File: src/rtl/i2c_txn_sequencer.sv
// Whole-transaction front end for the byte-level I2C master: address phase, 1-4 data
// bytes, stop, then a single response pulse carrying read data and an error flag.
module i2c_txn_sequencer #(
  parameter int TIMEOUT_CYCLES = 100000
) (
  input  logic        i_clk,
  input  logic        i_rst_n,
  input  logic        i_cmd_valid,
  output logic        o_cmd_ready,
  input  logic [6:0]  i_cmd_addr,
  input  logic        i_cmd_rw,
  input  logic [2:0]  i_cmd_len,
  input  logic [31:0] i_cmd_wdata,
  output logic        o_resp_valid,
  output logic        o_resp_error,
  output logic [31:0] o_resp_rdata,
  output logic        o_busy,
  output logic        o_i2c_start,
  output logic        o_i2c_stop,
  output logic        o_i2c_en,
  output logic [7:0]  o_tx_data,
  input  logic        i_ready,
  input  logic        i_tx_done,
  input  logic        i_rx_done,
  input  logic [7:0]  i_rx_data
);

  localparam int CW = $clog2(TIMEOUT_CYCLES);

  typedef enum logic [3:0] {
    S_IDLE, S_START, S_WAIT_ADDR, S_WR_BYTE, S_WAIT_TX,
    S_RD_BYTE, S_WAIT_RX, S_STOP, S_WAIT_STOP, S_DONE
  } state_t;

  state_t      r_state, w_state_nxt;
  logic [6:0]  r_addr;
  logic        r_rw;
  logic [2:0]  r_len;
  logic [31:0] r_wdata;
  logic [2:0]  r_idx, w_idx;
  logic [CW-1:0] r_tmo_cnt;
  logic        r_err, w_err;
  logic [31:0] r_rdata, w_rdata;
  logic        r_start, w_start, r_stop, w_stop, r_en, w_en, r_resp_valid, w_resp_valid;
  logic [7:0]  r_tx_data, w_tx_data;
  logic        w_accept, w_in_wait, w_tmo_hit;
  logic [2:0]  w_idx_inc;

  assign w_accept  = (r_state == S_IDLE) && i_cmd_valid;
  assign w_in_wait = r_state inside {S_START, S_WAIT_ADDR, S_WAIT_TX, S_WAIT_RX, S_WAIT_STOP};
  // Fires on the cycle the counter would step onto TIMEOUT_CYCLES-1, so the error and
  // the exit transition register together with that count.
  assign w_tmo_hit = w_in_wait && (r_tmo_cnt == CW'(TIMEOUT_CYCLES - 2));
  assign w_idx_inc = r_idx + 3'd1;

  always_comb begin
    w_state_nxt  = r_state;
    w_idx        = r_idx;
    w_err        = r_err;
    w_rdata      = r_rdata;
    w_tx_data    = r_tx_data;
    w_start      = 1'b0;
    w_stop       = 1'b0;
    w_en         = 1'b0;
    w_resp_valid = 1'b0;
    case (r_state)
      S_IDLE: begin
        if (w_accept) begin
          w_idx   = 3'd0;
          w_rdata = 32'd0;
          w_err   = (i_cmd_len == 3'd0) || (i_cmd_len > 3'd4);
          w_state_nxt = w_err ? S_DONE : S_START;
        end
      end
      S_START: begin
        if (i_ready) begin
          w_start     = 1'b1;
          w_en        = 1'b1;
          w_tx_data   = {r_addr, r_rw};
          w_state_nxt = S_WAIT_ADDR;
        end else if (w_tmo_hit) begin
          w_err       = 1'b1;
          w_state_nxt = S_STOP;
        end
      end
      S_WAIT_ADDR: begin
        if (i_tx_done) begin
          w_state_nxt = r_rw ? S_RD_BYTE : S_WR_BYTE;
        end else if (w_tmo_hit) begin
          w_err       = 1'b1;
          w_state_nxt = S_STOP;
        end
      end
      S_WR_BYTE: begin
        w_tx_data   = r_wdata[{r_idx[1:0], 3'b000} +: 8];
        w_en        = 1'b1;
        w_state_nxt = S_WAIT_TX;
      end
      S_WAIT_TX: begin
        if (i_tx_done) begin
          w_idx       = w_idx_inc;
          w_state_nxt = (w_idx_inc == r_len) ? S_STOP : S_WR_BYTE;
        end else if (w_tmo_hit) begin
          w_err       = 1'b1;
          w_state_nxt = S_STOP;
        end
      end
      S_RD_BYTE: begin
        w_en        = 1'b1;
        w_state_nxt = S_WAIT_RX;
      end
      S_WAIT_RX: begin
        if (i_rx_done) begin
          w_rdata[{r_idx[1:0], 3'b000} +: 8] = i_rx_data;
          w_idx       = w_idx_inc;
          w_state_nxt = (w_idx_inc == r_len) ? S_STOP : S_RD_BYTE;
        end else if (w_tmo_hit) begin
          w_err       = 1'b1;
          w_state_nxt = S_STOP;
        end
      end
      S_STOP: begin
        w_stop      = 1'b1;
        w_en        = 1'b1;
        w_state_nxt = S_WAIT_STOP;
      end
      S_WAIT_STOP: begin
        if (i_ready) begin
          w_state_nxt = S_DONE;
        end else if (w_tmo_hit) begin
          w_err       = 1'b1;
          w_state_nxt = S_DONE;
        end
      end
      S_DONE: begin
        w_resp_valid = 1'b1;
        w_state_nxt  = S_IDLE;
      end
      default: w_state_nxt = S_IDLE;
    endcase
  end

  always_ff @(posedge i_clk or negedge i_rst_n) begin
    if (!i_rst_n) r_state <= S_IDLE;
    else          r_state <= w_state_nxt;
  end

  always_ff @(posedge i_clk or negedge i_rst_n) begin
    if (!i_rst_n) begin
      r_addr       <= 7'd0;
      r_rw         <= 1'b0;
      r_len        <= 3'd0;
      r_wdata      <= 32'd0;
      r_idx        <= 3'd0;
      r_tmo_cnt    <= '0;
      r_err        <= 1'b0;
      r_rdata      <= 32'd0;
      r_start      <= 1'b0;
      r_stop       <= 1'b0;
      r_en         <= 1'b0;
      r_resp_valid <= 1'b0;
      r_tx_data    <= 8'd0;
    end else begin
      if (w_accept) begin
        r_addr  <= i_cmd_addr;
        r_rw    <= i_cmd_rw;
        r_len   <= i_cmd_len;
        r_wdata <= i_cmd_wdata;
      end
      // No state loops on itself through a transition, so any change is a wait entry reset.
      if (w_state_nxt != r_state) r_tmo_cnt <= '0;
      else if (w_in_wait)         r_tmo_cnt <= r_tmo_cnt + CW'(1);
      r_idx        <= w_idx;
      r_err        <= w_err;
      r_rdata      <= w_rdata;
      r_start      <= w_start;
      r_stop       <= w_stop;
      r_en         <= w_en;
      r_resp_valid <= w_resp_valid;
      r_tx_data    <= w_tx_data;
    end
  end

  assign o_cmd_ready  = (r_state == S_IDLE);
  assign o_busy       = (r_state != S_IDLE);
  assign o_resp_valid = r_resp_valid;
  assign o_resp_error = r_err;
  assign o_resp_rdata = r_rdata;
  assign o_i2c_start  = r_start;
  assign o_i2c_stop   = r_stop;
  assign o_i2c_en     = r_en;
  assign o_tx_data    = r_tx_data;

endmodule

File: config.mk
export PLATFORM = sky130hd
export DESIGN_NAME = i2c_txn_sequencer
export DESIGN_NICKNAME = d
export VERILOG_FILES = /design/src/rtl/i2c_txn_sequencer.sv
export SDC_FILE = /design/constraint.sdc
export NUM_CORES = 1
export LEC_CHECK = 0
export CAP_MARGIN = 10
export CELL_PAD_IN_SITES_DETAIL_PLACEMENT = 1
export CELL_PAD_IN_SITES_GLOBAL_PLACEMENT = 2
export CORE_MARGIN = 2
export CORE_UTILIZATION = 35
export CTS_BUF_LIST = sky130_fd_sc_hd__clkbuf_4
export CTS_CLUSTER_SIZE = 12
export DETAILED_ROUTE_END_ITERATION = 10
export GPL_ROUTABILITY_DRIVEN = 0
export HOLD_SLACK_MARGIN = 0.03
export PLACE_DENSITY = 0.88
export SLEW_MARGIN = 10
export SYNTH_ARGS = -nofsm -noshare
export SYNTH_HDL_FRONTEND = slang
export SYNTH_SLANG_ARGS = --single-unit
File: constraint.sdc
create_clock -name i_clk -period 3.5 [get_ports i_clk]
set_input_delay 0.7 -clock i_clk [delete_from_list [all_inputs] [get_ports i_clk]]
set_output_delay 0.7 -clock i_clk [all_outputs]
set_load 0.005 [all_outputs]
==> flow_summary.json <==
{
  "syn_area_per_cell_um2": 11.76,
  "synthFlopType": "dfrtp_1",
  "crit_path_cell_trace": "inv_1 > nand3_1 > inv_1 > clkdlybuf4s50_1",
  "n_antenna_cell": 0,
  "cp_max_fo": 22,
  "fin_crit_sh_pct": 87.35,
  "htreeDepth": 3,
  "totalNegativeSetupSlack_ns": 0,
  "fin_nets": 620,
  "drt_iter0_drc": 232,
  "hp-class": "in -> async",
  "cts-hold-fix-buffers": 0,
  "slew_headroom_pct": 33.53,
  "portBuffers": 103,
  "ys_seq_area_share_pct": 51.94,
  "numCtsBuffers": 9,
  "post_cts_buffers": 0,
  "postLayoutSetupSlackWorst_ns": 0.4428,
  "io_pins": 104,
  "power_density_mw_per_mm2": 674.4,
  "synth-async-reset-ratio_pct": 100.0,
  "regToRegEndpoint": "r_tmo_cnt[4]",
  "synth_seq_cells": 112,
  "yosysWarnings": 0,
  "rrSetupSlack_ns": 0.91,
  "wl_per_cell_um": 19.03,
  "max-vdd-ir-drop_mv": 0.3065,
  "critical_path_class": "reg -> out",
  "ctsResizeCount": 0,
  "syn2layout_area_growth_pct": 24.81,
  "worst_ep_required_time_ns": 2.80,
  "cap_viol_max_count": 0,
  "crit_slowest_cell": "dfrtp_1",
  "worst_pin_slew_ns": 0.9904,
  "grt_pass1_wl_mm": 23.42,
  "grt_max_degree": 59,
  "wirelength_mm": 14.25,
  "regToRegStartpoint": "r_state[1]",
  "dp_hpwl_mm": 10.48,
  "drive_gt1_share_pct": 15.69,
  "syn_inst": 459,
  "crit_family": "buffers and inverters",
  "start_util_pct": 35.63,
  "drv_slew": 0,
  "drc_errors": 0,
  "die-width_um": 128.2,
  "crit_top_cell": "inv_1",
  "power_mw": 4.542,
  "final_common_cell": "dfrtp_1",
  "clock_sinks": 112,
  "grt_pass1_vias": 4385,
  "fin_hold_ws_ns": 0.2772,
  "vias_per_cell": 5.399,
  "worstRegToRegCells": 5,
  "root_buffer": "clkbuf_4",
  "grt_overflow_total": 0,
  "status": "complete, no violations",
  "vias": 4044,
  "cp-start-kind": "register",
  "clk_path_buf_depth": 2,
  "worst-path-buf-inv": 3,
  "synth_nets": 523,
  "setup_viol": 0,
  "synth_edf_count": 0,
  "endpoint": "o_cmd_ready",
  "grtUsageTotal_pct": 18.30,
  "cp_slowest_stage_delay_ns": 0.82,
  "grt_setup_unrepaired": "false",
  "core_area_mm2": 0.01515,
  "clk_pin_slew_worst_paths_ns": 0.17,
  "period_minus_slack_ns": 3.057,
  "regArea_mm2": 0.002803,
  "fmax_mhz": 327.1,
  "clk_latency_ns": 0.48,
  "syn-cell-area_mm2": 0.005396,
  "finalHoldViolCount": 0,
  "arrival_ns": 2.36,
  "finClkSkew_ns": 0.01763,
  "cts_tree": "done",
  "end_kind": "output port",
  "die_h_um": 128.2,
  "synth_cell_types": 61,
  "dp_slack_ns": 0.5652,
  "die-area_mm2": 0.01643,
  "multi_input_area_mm2": 0.002399,
  "setup.worst_path.start": "r_state[3]",
  "rows": 45,
  "drtPass1Iterations": 4,
  "most-common-layout-cells": "dfrtp_1 (112), clkdlybuf4s50_1 (102), mux2_2 (43)",
  "cp_num_cells": 4,
  "antenna_found_initial": 0,
  "ant_nets": 0,
  "final.fill_count": 1643,
  "p_leak_nw": 2.764
}
==> routing by layer <==
layer,vias up,track usage (%),share of wire (%)
li1,1875,-,-
met1,2072,22.23,42
met2,78,31.65,51
met3,19,4.716,5.3
met4,0,6.270,1.8
met5,-,0,0
==> worst min path at each step <==
stage | from | end | slack (ns) | cells after the start
2_1_floorplan | i_rst_n | o_i2c_en | 0.40 | 0
3_3_place_gp | r_addr[1] | o_tx_data[2] | 0.46 | 2
3_5_place_dp | r_addr[2] | o_tx_data[3] | 0.48 | 2
4_1_cts | i_rst_n | o_resp_rdata[26] | 0.28 | 1
5_1_grt | i_rst_n | o_resp_rdata[26] | 0.30 | 1
6_report | i_rst_n | o_resp_rdata[26] | 0.28 | 1
==> stage by stage <==
stage          util (%)  instance area, µm²  cells
5_1_grt           44.47                6735    749
3_3_place_gp      43.44                6579    733
6_report          44.47                6735    749
2_1_floorplan         -                5396    459
4_1_cts           44.47                6735    749
3_5_place_dp      43.44                6579    733
==> power breakdown <==
group / leakage [nW] / total [mW] / switching, mW / internal [mW]
sequential: 1.44 / 1.93 / 0.283 / 1.65
combinational: 1.23 / 1.90 / 0.980 / 0.916
clock: 0.0859 / 0.717 / 0.422 / 0.295
==> cells in the mapped netlist, types with 4 or more instances <==
cell       number  area, µm²
mux4_2          8      180.2
xor2_1         18      157.7
xnor2_1         5      43.79
nor3_4          4      65.06
nor2_1         25      93.84
a22oi_1         4      30.03
nand3_1         8      40.04
o211ai_1        6      45.04
ha_1            7      87.58
and3_1          4      25.02
a21oi_1         4      20.02
nand2_1        41      153.9
mux2i_1         4      40.04
clkbuf_1        5      18.77
nor4_1          6      37.54
a22o_1         24      210.2
o2111ai_1       9      78.83
buf_6           4      45.04
mux2_2         43      484.2
o21ai_1         6      30.03
dfrtp_1       112       2803
nor3_1         17      85.08
inv_1          10      37.54
buf_2          12      60.06
o22ai_1         7      43.79
o21ai_0        19      95.09
==> kinds of logic after synthesis <==
kind of cell	Yosys count	synth area share, %
AO/OA/AOI/OAI	95	12.89
XOR/XNOR	23	3.733
adder cells (fa/ha/maj)	7	1.623
buffers and inverters	36	3.617
flip-flops	112	51.94
multiplexers	55	13.05
AND/OR/NAND/NOR	131	13.15
==> state kept, by name, indices dropped and copies added, names as in the netlist, 3 cells and up <==
signal / flops
r_tmo_cnt: 17
r_wdata: 32
r_state: 4
o_tx_data: 8
r_len: 3
r_idx: 3
r_addr: 7
o_resp_rdata: 32
==> area by class of cell <==
class                           instances  share of cell area, %
Sequential cell                       112                  41.61
Tap cell                              188                  3.492
Inverter                               11                 0.6130
Multi-Input combinational cell        311                  35.61
Clock inverter                          6                  1.208
Clock buffer                           10                  1.115
Timing Repair Buffer                  111                  16.35
No activity file was read; power rests on OpenSTA's default activity.
